<file path="src/rtl/mmio_pkg.sv">
// Shared types and constants for the MMIO responder.
// FSM states, register offsets and STATUS bit positions.
package mmio_pkg;

  typedef enum logic [1:0] {
    IDLE,
    MMIO_RESP,
    MEM_WAIT,
    MEM_RESP
  } state_t;

  localparam logic [11:0] OFF_COUNTER = 12'd0;
  localparam logic [11:0] OFF_SCRATCH = 12'd1;
  localparam logic [11:0] OFF_LED     = 12'd2;
  localparam logic [11:0] OFF_TXDATA  = 12'd4;
  localparam logic [11:0] OFF_STATUS  = 12'd5;

  localparam int ST_FULL  = 8;
  localparam int ST_EMPTY = 9;
  localparam int ST_OVF   = 10;

endpackage

</file>
<file path="src/rtl/mmio_tx_fifo.sv">
// Byte-wide TX queue for the MMIO responder.
// Pointers wrap modulo DEPTH; count is one bit wider than the pointers.
module mmio_tx_fifo
  import mmio_pkg::*;
#(
  parameter int DEPTH = 8
) (
  input  logic                     clock,
  input  logic                     reset,
  input  logic                     push,
  input  logic [7:0]               data,
  input  logic                     pop,
  output logic [7:0]               head,
  output logic                     full,
  output logic                     empty,
  output logic [$clog2(DEPTH):0]   count
);

  localparam int AW = $clog2(DEPTH);
  localparam int CW = AW + 1;

  logic [7:0]    mem [DEPTH];
  logic [AW-1:0] wr_ptr;
  logic [AW-1:0] rd_ptr;
  logic          do_push;
  logic          do_pop;

  assign full  = (count == CW'(DEPTH));
  assign empty = (count == '0);
  assign head  = mem[rd_ptr];

  // A pop frees a slot, so a push into a full queue still lands.
  assign do_pop  = pop & ~empty;
  assign do_push = push & (~full | do_pop);

  always_ff @(posedge clock) begin
    if (do_push) begin
      mem[wr_ptr] <= data;
    end
  end

  always_ff @(posedge clock) begin
    if (reset) begin
      wr_ptr <= '0;
      rd_ptr <= '0;
      count  <= '0;
    end else begin
      if (do_push) wr_ptr <= wr_ptr + 1'b1;
      if (do_pop)  rd_ptr <= rd_ptr + 1'b1;
      count <= count + CW'(do_push) - CW'(do_pop);
    end
  end

endmodule

</file>
<file path="src/rtl/mmio_responder.sv">
// Data-side responder: DMEM syncram passthrough plus MMIO registers.
// Define MMIO_CYCLE_COUNTER_EN to build the free-running cycle counter.
module mmio_responder
  import mmio_pkg::*;
#(
  parameter int          FIFO_DEPTH = 8,
  parameter logic [11:0] MMIO_BASE  = 12'hF00
) (
  input  logic        clock,
  input  logic        reset,
  input  logic        req,
  input  logic        wren,
  input  logic [11:0] address,
  input  logic [31:0] wdata,
  output logic [31:0] q,
  output logic        ack,
  output logic        busy,
  output logic [11:0] mem_address,
  output logic [31:0] mem_data,
  output logic        mem_wren,
  input  logic [31:0] mem_q,
  output logic [31:0] led,
  output logic [7:0]  tx_data,
  output logic        tx_valid,
  input  logic        tx_ready
);

  localparam int CW = $clog2(FIFO_DEPTH) + 1;

  state_t          state;
  state_t          state_nx;
  logic            accept;
  logic            is_mmio;
  logic [11:0]     offset;
  logic [31:0]     rdata;
  logic [31:0]     scratch;
  logic [31:0]     cycles;
  logic            ovf;
  logic            push;
  logic            pop;
  logic            full;
  logic            empty;
  logic [CW-1:0]   count;
  logic            stat_rd;

  assign is_mmio = (address >= MMIO_BASE);
  assign offset  = address - MMIO_BASE;
  assign accept  = (state == IDLE) & req & ~reset;
  assign busy    = (state != IDLE);

  assign mem_address = address;
  assign mem_data    = wdata;
  assign mem_wren    = accept & ~is_mmio & wren;

  assign push    = accept & is_mmio & wren & (offset == OFF_TXDATA);
  assign stat_rd = accept & is_mmio & ~wren & (offset == OFF_STATUS);
  assign pop     = tx_valid & tx_ready;
  assign tx_valid = ~empty;

  mmio_tx_fifo #(
    .DEPTH (FIFO_DEPTH)
  ) u_fifo (
    .clock (clock),
    .reset (reset),
    .push  (push),
    .data  (wdata[7:0]),
    .pop   (pop),
    .head  (tx_data),
    .full  (full),
    .empty (empty),
    .count (count)
  );

`ifdef MMIO_CYCLE_COUNTER_EN
  always_ff @(posedge clock) begin
    if (reset) cycles <= '0;
    else       cycles <= cycles + 32'd1;
  end
`else
  assign cycles = '0;
`endif

  always_ff @(posedge clock) begin
    if (reset) state <= IDLE;
    else       state <= state_nx;
  end

  always_comb begin
    state_nx = state;
    unique case (state)
      IDLE: begin
        if (accept) begin
          if (is_mmio)   state_nx = MMIO_RESP;
          else if (wren) state_nx = MEM_RESP;
          else           state_nx = MEM_WAIT;
        end
      end
      MEM_WAIT: state_nx = MEM_RESP;
      default:  state_nx = IDLE;
    endcase
  end

  always_comb begin
    rdata = '0;
    case (offset)
      OFF_COUNTER: rdata = cycles;
      OFF_SCRATCH: rdata = scratch;
      OFF_LED:     rdata = led;
      OFF_STATUS: begin
        rdata[7:0]      = 8'(count);
        rdata[ST_FULL]  = full;
        rdata[ST_EMPTY] = empty;
        rdata[ST_OVF]   = ovf;
      end
      default:     rdata = '0;
    endcase
  end

  always_ff @(posedge clock) begin
    if (reset) begin
      ack     <= 1'b0;
      q       <= '0;
      led     <= '0;
      scratch <= '0;
      ovf     <= 1'b0;
    end else begin
      ack <= 1'b0;
      if (accept && is_mmio) begin
        ack <= 1'b1;
        q   <= wren ? 32'd0 : rdata;
        if (wren && offset == OFF_SCRATCH) scratch <= wdata;
        if (wren && offset == OFF_LED)     led     <= wdata;
      end else if (accept && wren) begin
        ack <= 1'b1;
        q   <= '0;
      end
      if (state == MEM_WAIT) begin
        ack <= 1'b1;
        q   <= mem_q;
      end
      // Reading STATUS reports the overflow and then clears it.
      if (stat_rd)                 ovf <= 1'b0;
      else if (push && full && !pop) ovf <= 1'b1;
    end
  end

endmodule

</file>
<file path="config.mk">
export PLATFORM = sky130hd
export DESIGN_NAME = mmio_responder
export DESIGN_NICKNAME = d
export VERILOG_FILES = /design/src/rtl/mmio_pkg.sv /design/src/rtl/mmio_tx_fifo.sv /design/src/rtl/mmio_responder.sv
export SDC_FILE = /design/constraint.sdc
export NUM_CORES = 1
export LEC_CHECK = 0
export CORE_UTILIZATION = 30
export DETAILED_ROUTE_END_ITERATION = 10
export GPL_TIMING_DRIVEN = 0
export MAX_ROUTING_LAYER = met4
export PLACE_DENSITY = 0.58
export REMOVE_ABC_BUFFERS = 1
export SLEW_MARGIN = 20
export SYNTH_ARGS = -nofsm -noshare
export SYNTH_HDL_FRONTEND = slang
export SYNTH_HIERARCHICAL = 1
export SYNTH_SLANG_ARGS = --single-unit
</file>
<file path="constraint.sdc">
create_clock -name clock -period 9.3 [get_ports clock]
set_input_delay 1.86 -clock clock [delete_from_list [all_inputs] [get_ports clock]]
set_output_delay 1.86 -clock clock [all_outputs]
set_load 0.03 [all_outputs]
</file>
Yosys cells after proc, flatten, opt, wreduce, memory -nomap -nowiden
Memory sizes are Yosys's and may differ from the RTL's. A register that Yosys moved wholly into a read port is not among the register bits.
Index checks and enable logic that the tools add are counted.
W data, S select, Z words.
Operators by class
  add/subtract/negate cells: 5
  multipliers: 0
  div/mod/pow operators: 0
  order comparisons: 1
  equal/unequal tests: 7
  shift operators: 0
  multiplexer cells: 17
  bitwise gates (word level): 18
  reductions and logical operators: 14
Operators by type and width (number)
  $mux W32: 4
  $pmux W21 S2: 1
  $pmux W11 S3: 1
  $eq A12 B3 Y1 const B: 2
  $and A1 B1 Y1: 12
  $eq A12 B1 Y1 const B: 1
  $eq A12 B2 Y1 const B: 1
  $ge A12 B12 Y1 const B: 1
  $sub A12 B12 Y12 const B: 1
  $add A3 B1 Y3 const B: 2
  $logic_and A1 B1 Y1: 6
  $mux W1: 6
  $mux W3: 2
  $not A1 Y1: 5
  $add A4 B1 Y4: 1
  $eq A4 B4 Y1 const B: 1
  $logic_not A4 Y1: 1
  $mux W2: 2
  $pmux W2 S2: 1
  $reduce_and A2 Y1: 2
  $sub A4 B1 Y4: 1
  $reduce_bool A3 Y1: 1
  $eq A2 B2 Y1 const B: 1
  $logic_not A2 Y1: 1
  other kinds (5): 5
Storage, ports and cells
  bits in registers: 110
  bits in latches: 0
  memory bits (writable): 64
  memory bits (read-only): 0
  input port bits: 81
  word-level logic and storage cells: 72
  memories kept: 1
Memories
  u_fifo.mem: depth 8, width 8, read ports 1, clocked after memory_dff 1, write ports 1, RTL line mmio_tx_fifo.sv:22  | logic [7:0] mem [DEPTH];

Longest topological paths before layout
Gate-level depths: netlist (run 1).
  depth after elaboration: 9
  mapped depth: 12
  depth with buffers taken out: 11

Hierarchy
The synthesis (run 1) kept the hierarchy.
Modules (own cells, without submodules)
  mmio_responder: times used 1, cells each 521, area each 4893.4 um^2
  mmio_tx_fifo: times used 1, cells each 183, area each 3181.8 um^2

Worst setup path before layout (run 1)
OpenSTA, ideal clock, no wires.
  kind: input port to output port
  start point: in reset
  end point: out mem_wren
  arrival: 2.667 ns
  data required time: 7.440 ns
  path slack: 4.773 ns
  stages: 3
  buffers on the path: 0
  cells stage by stage: nor4b_4 nand2_2 nor2_1
Between the ends
  longest elaborated chain between the ends: 4
RTL lines
  start: declaration: RTL line mmio_responder.sv:10  | input logic reset,
  $not A1 Y1: RTL line mmio_responder.sv:48  | assign accept = (state == IDLE) & req & ~reset;
  $and A1 B1 Y1: RTL line mmio_responder.sv:48
  $and A1 B1 Y1 (2 in series): RTL line mmio_responder.sv:53  | assign mem_wren = accept & ~is_mmio & wren;
  end: declaration: RTL line mmio_responder.sv:20  | output logic mem_wren,
Every way passes these cells.

Worst setup path after layout (run 1)
Same ends and word-level chain as after synthesis.

==> results of run 1 <==
## cells in the mapped netlist, types with 2 or more instances
cell	instances	share of area, %
clkbuf_1	27	1.3
buf_12	3	0.74
nor2b_1	10	0.77
nand3_1	2	0.12
ha_1	7	1.1
nand2_1	67	3.1
or3_1	3	0.23
nand4_1	3	0.23
nor3_1	12	0.74
nor2_1	11	0.51
mux2_2	10	1.4
dfxtp_1	113	28
buf_6	2	0.28
buf_4	44	4.1
o21ai_0	9	0.56
nor3b_1	4	0.37
or4_1	3	0.28
edfxtp_1	64	24
buf_2	5	0.31
o2bb2ai_1	7	0.76
nand2b_1	104	8.1
a221o_1	24	3.0
a31o_2	2	0.22
mux2i_1	80	9.9
a21oi_1	30	1.9
buf_1	4	0.19
nor4_1	4	0.31
inv_1	10	0.46
mux4_2	16	4.5
## final cells by class
class                      instances  area (µm²)  share of cell area, %
antenna                            1        2.50                 0.0233
clock buffer                      17         425                   3.96
clock inverter                    15         161                   1.50
inverter                          10        37.5                  0.349
multi-input combinational        431        3360                   31.2
sequential                       177        4190                   38.9
tap                              335         419                   3.90
timing repair buffer             214        2160                   20.1
## critical path: stages
cell and delay [ps]:
buf_4 270, buf_12 250, nor4b_4 290, nand2_2 150, nor2_1 130, clkdlybuf4s50_1 700
## how the worst min path moves through the flow
stage	startpoint	end	slack [ps]
detailed placement	scratch[10]	scratch[10]	460
global route	scratch[31]	scratch[31]	490
floorplan	ovf	ovf	420
finish	scratch[23]	scratch[23]	470
global placement	ovf	ovf	450
CTS	scratch[23]	scratch[23]	480
## cell families (layout without fill, tap and decap cells)
group                      Yosys count  in the layout
and+or+nand+nor                    235            235
DFF                                177            177
muxes                              106            106
buffers and inverters               96            256
AOI/OAI and AO/OA                   81             81
adders and majority gates            8              8
xor gates and xnor gates             1              1
other                                0              1
## registers in the layout (all words and copies together) (netlist names), named ones only
signal and count:
led 32, u_fifo/rd_ptr 3, scratch 32, ovf 1
u_fifo/wr_ptr 3, u_fifo/count 4, q 32, ack 1
state 2, u_fifo/mem 64
## where the power goes
| group | switching [mW] | internal, mW |
|---|---|---|
| clock | 0.327 | 0.393 |
| combinational | 0.192 | 0.167 |
| sequential | 0.0272 | 0.822 |
## per-stage QoR
stage | worst slack, ps | instance area (µm²) | hold slack, ps | power (mW) | std cells
2_1_floorplan | 4770 | 7520 | 425 | 1.04 | 618
3_3_place_gp | 347 | 9940 | 448 | 1.22 | 1153
3_5_place_dp | 3730 | 10200 | 464 | 1.23 | 1167
4_1_cts | 3730 | 10800 | 478 | 1.96 | 1199
5_1_grt | 3610 | 10800 | 495 | 2.01 | 1200
6_report | 3750 | 10800 | 475 | 1.93 | 1200
## metal layers
| metal | wire length [µm] | share of wire [%] | vias up |
|---|---|---|---|
| met5 | 0 | 0 | - |
| met4 | 308 | 1.5 | 0 |
| met3 | 705 | 3.4 | 24 |
| met2 | 9730 | 47 | 141 |
| met1 | 9810 | 48 | 2799 |
| li1 | - | - | 2777 |
## layout by cell type, fill, tap and decap left out, types with 4 or more instances in the layout
cell / count
dfxtp_1: 112
inv_8: 4
nor2b_1: 9
inv_6: 5
ha_1: 7
mux2_2: 10
nor2_1: 11
mux2i_1: 80
edfxtp_1: 64
o21ai_0: 9
nor3_2: 8
nor3b_1: 4
mux4_2: 16
nor3_1: 4
clkbuf_16: 17
nand2b_1: 104
nand2_1: 67
a21oi_1: 30
buf_4: 6
clkdlybuf4s50_1: 199
o2bb2ai_1: 7
a221o_1: 24
inv_1: 10
==> results.cfg, run 1 <==
[logic_synthesis]
avgSynthCellArea_um2 = 11.5
synth_seq_cells = 177
syn_area_mm2 = 0.00808
synthSimpleGateAreaFrac_pct = 16.3
synth-edff-count = 64
synth_top_family_by_area = simple AND/OR/NAND/NOR gates
async_flop_share_pct = 0
yosysWarningCount = 6
synth-compound-area-share_pct = 7.33
yosysUniqueCellTypes = 53
synth-xor-area-share_pct = 0.108
synth-main-ff-cell = dfxtp_1
synth_adder_area_share_pct = 1.33
postSynthCellCount = 704
synthMuxAreaShare_pct = 15.8
yosysSeqAreaShare_pct = 51.8

[min_path]
hold_path.class = register to register
whs_path_depth = 2

[setup_path]
endpoint_kind = primary output
r2r_cells = 8
cp-endpoint = mem_wren
cp-startpoint = reset
path_class = input pin to primary output
r2r_end = u_fifo/mem[3][5]
cp_max_fo = 62
critPathArrivalTime_ps = 3690
crit_required_ps = 7440
r2r-start = u_fifo/count[2]
cp-start-kind = input pin
r2r_setup_slack_ps = 6120

[floorplan]
die_area_mm2 = 0.0276
rows = 59
die_h_um = 166
start_util_pct = 30.8
die_w_um = 166
core-area_mm2 = 0.0262
io-pin-count = 201

[clocking]
ctsResizeCount = 0
cts_tree = yes
cts-root-buf = clkbuf_16
htree_num_levels = 4
cts.clk_slew.worst_paths_ps = 70
clkSinkCount = 177
cts_hold_buf = 0
cts_buffers = 17
clk_latency_ps = 440
cts_setup_buffers = 0
clockBufferDepth = 2

[status]
outcome = finished, violations left
violations = DRC

[sta]
tightestPinTransition_ps = 1010
finalSetupViolations = 0
min_period_ps = 5550
grt_setup_unrepaired = no
max_freq_mhz = 180
maxSlewViolCount = 0
relSlewSlack_pct = 32.7
fin_crit_sh_pct = 59.7
fin_skew_ps = 20.5
setup_tns_ps = 0
hold_viol = 0

[pwr]
p_leak_nw = 3.80
ir_drop_mv = 0.106
power_density_mw_per_mm2 = 179

[routing]
drtIter0Drc = 264
vias = 5741
wl_per_cell_um = 17.1
ant_nets = 0
drcViolationCount = 9
vias_per_cell = 4.78
first_pass_iters = 9
routed_wl_um = 20600

[run]
maxCapViolCount = 0

[finish]
utilization_pct = 41.0
fillers = 2486
drive_gt1_share_pct = 10.5
num-nets-final = 940
area_growth_pct = 33.2

[global_routing]
grt.busiest_layer = met2
met3_usage_pct = 3.10
globalRouteMet2Util_pct = 25.1
grt_pass1_wl_um = 32900
grt.total_usage_pct = 15.8
grt_pass1_vias = 5949
grt_start_max_net_pins = 63
gr-total-overflow = 0
gr-usage-met1_pct = 20.3
grt_antenna_before_repair = 1

[placed_design]
hpwl_um = 14200
place.gp.congestion = 0.752
numPortBuffers = 200
(Power assumes the default switching activity.)
==> inputs of run 2 (changes only) <==
--- a/config.mk
+++ b/config.mk
@@ -9,7 +9,7 @@
 export DETAILED_ROUTE_END_ITERATION = 10
 export GPL_TIMING_DRIVEN = 0
 export MAX_ROUTING_LAYER = met4
-export PLACE_DENSITY = 0.58
+export PLACE_DENSITY = 0.6
 export REMOVE_ABC_BUFFERS = 1
 export SLEW_MARGIN = 20
 export SYNTH_ARGS = -nofsm -noshare
==> constraint.sdc (replaced) <==
create_clock -name clock -period 5.1 [get_ports clock]
set_input_delay 1.02 -clock clock [delete_from_list [all_inputs] [get_ports clock]]
set_output_delay 1.02 -clock clock [all_outputs]
set_load 0.03 [all_outputs]
==> run 2 against run 1 <==
  * The flow still finishes with violations (DRC)
  * Final area about the same
  * Combinational power up 82%
  * Via count down 0.51%
  * Clock power up 83%
  * Wire length up 0.61%
==> results.cfg, run 2 (synthesis results as in run 1) <==
[status]
outcome = finished, violations left
violations = DRC

[clocking]
ctsResizeCount = 0
cts_hold_buf = 0
cts.clk_slew.worst_paths_ps = 70
cts_setup_buffers = 0
clk_latency_ps = 420
clockBufferDepth = 2
cts-root-buf = clkbuf_16
htree_num_levels = 4
clkSinkCount = 177
cts_buffers = 17
cts_tree = yes

[finish]
largest_reg_flops = 64
regArea_mm2 = 0.00419
utilization_pct = 41.1
layout_commonest_cell = clkdlybuf4s50_1
multiInputGateArea_mm2 = 0.00336
diodes = 0
area_growth_pct = 33.2
regMostFlops = u_fifo/mem
layout_common_cells = 199 x clkdlybuf4s50_1, 112 x dfxtp_1, 104 x nand2b_1
fillers = 2482
num-nets-final = 939
drive_gt1_share_pct = 10.3

[global_routing]
grt_start_max_net_pins = 68
grt.total_usage_pct = 15.7
grt_pass1_wl_um = 32800
grt_pass1_vias = 5817
grt_antenna_before_repair = 0
gr-total-overflow = 0

[placed_design]
numPortBuffers = 200
place.gp.congestion = 0.745
hpwl_um = 14400

[sta]
min_period_ps = 3870
finalSetupViolations = 0
fin_skew_ps = 9.70
max_freq_mhz = 258
hold_viol = 0
grt_setup_unrepaired = no
tightestPinTransition_ps = 1060
relSlewSlack_pct = 29.5
maxSlewViolCount = 0
fin_crit_sh_pct = 76.0

[setup_path]
max_stage_delay_ps = 690
crit_top_cell = clkdlybuf4s50_1
cp-start-kind = input pin
cp_max_fo = 5
path_class = input pin to primary output
crit_chain = clkdlybuf4s50_1, nor4b_4, nand2_2, nor2_1, clkdlybuf4s50_1
endpoint_kind = primary output
crit_required_ps = 4080
critPathArrivalTime_ps = 2850
cp_slowest_cell = clkdlybuf4s50_1

[pwr]
netSwitchingPower_uw = 987
internal_power_mw = 2.54
power_mw = 3.52
p_sw_share_pct = 28.0
p_clk_share_pct = 37.6
p_leak_nw = 3.79
p_comb_share_pct = 18.5
power_density_mw_per_mm2 = 328
ir_drop_mv = 0.175
p_seq_share_pct = 43.9

[routing]
ant_nets = 0
drcViolationCount = 8
routed_wl_um = 20700
wl_per_cell_um = 17.3
vias_per_cell = 4.77
drtIter0Drc = 274
vias = 5712
first_pass_iters = 7

[floorplan]
start_util_pct = 30.8
core-area_mm2 = 0.0262
rows = 59
io-pin-count = 201
die_area_mm2 = 0.0276
die_h_um = 166
die_w_um = 166

[min_path]
hold_path.class = register to register

[run]
maxCapViolCount = 0
run 2: changes by cell type in the layout (fill, tap and decap cells not counted), sizes merged:
cell | previous run | this run
bufinv | 2 | 1
buf | 15 | 14
clkinvlp | 0 | 1
clkbuf | 17 | 20
clkinv | 3 | 1
inv | 20 | 19
diode | 1 | 0
run 2: worst paths after layout:
check	start	cells past startpoint	end	slack (ps)
worst max-delay path	req	5	mem_wren	1230
worst min-delay path	ovf	2	ovf	460
worst max register to register	u_fifo/count[2]	8	u_fifo/mem[3][0]	1920
worst min register to register	ovf	2	ovf	460
run 2: power groups by stage:
stage | clock, mW | sequential, mW | combinational (mW)
3_5_place_dp | 0 | 1.58 | 0.659
6_report | 1.32 | 1.55 | 0.653
2_1_floorplan | 0 | 1.59 | 0.308
4_1_cts | 1.36 | 1.55 | 0.661
5_1_grt | 1.42 | 1.55 | 0.712
3_3_place_gp | 0 | 1.58 | 0.650
run 2: cell type report:
class	count	share of cell area, %
sequential	177	38.9
multi-input combinational	431	31.2
timing repair buffer	213	20.1
clock buffer	20	4.35
tap	335	3.90
clock inverter	12	1.21
inverter	10	0.349
run 2: critical path, delay by kind of cell:
kind / cells / cell delay (ps)
buf+inv: 2 / 1260
simple gates: 3 / 570
run 2: metrics by stage:
| stage | hold WS, ps | TNS, ps | std cells | instance area (µm²) | setup slack [ps] |
|---|---|---|---|---|---|
| 6_report | 462 | 0 | 1198 | 10800 | 1230 |
| 5_1_grt | 479 | 0 | 1198 | 10800 | 1130 |
| 4_1_cts | 471 | 0 | 1198 | 10800 | 1220 |
| 3_5_place_dp | 461 | 0 | 1166 | 10200 | 990 |
| 3_3_place_gp | 454 | -311000 | 1153 | 9940 | -2890 |
| 2_1_floorplan | 425 | 0 | 618 | 7520 | 1480 |
run 2: routing by layer:
metal  up-vias  share of wire, %  track usage (%)  wire length, µm
li1       2774                 -                -                -
met2       128                47             25.2             9770
met3        10               4.3             3.24              885
met5         -                 0                -                0
met4         0              0.88             3.86              183
met1      2800                48             20.2             9840
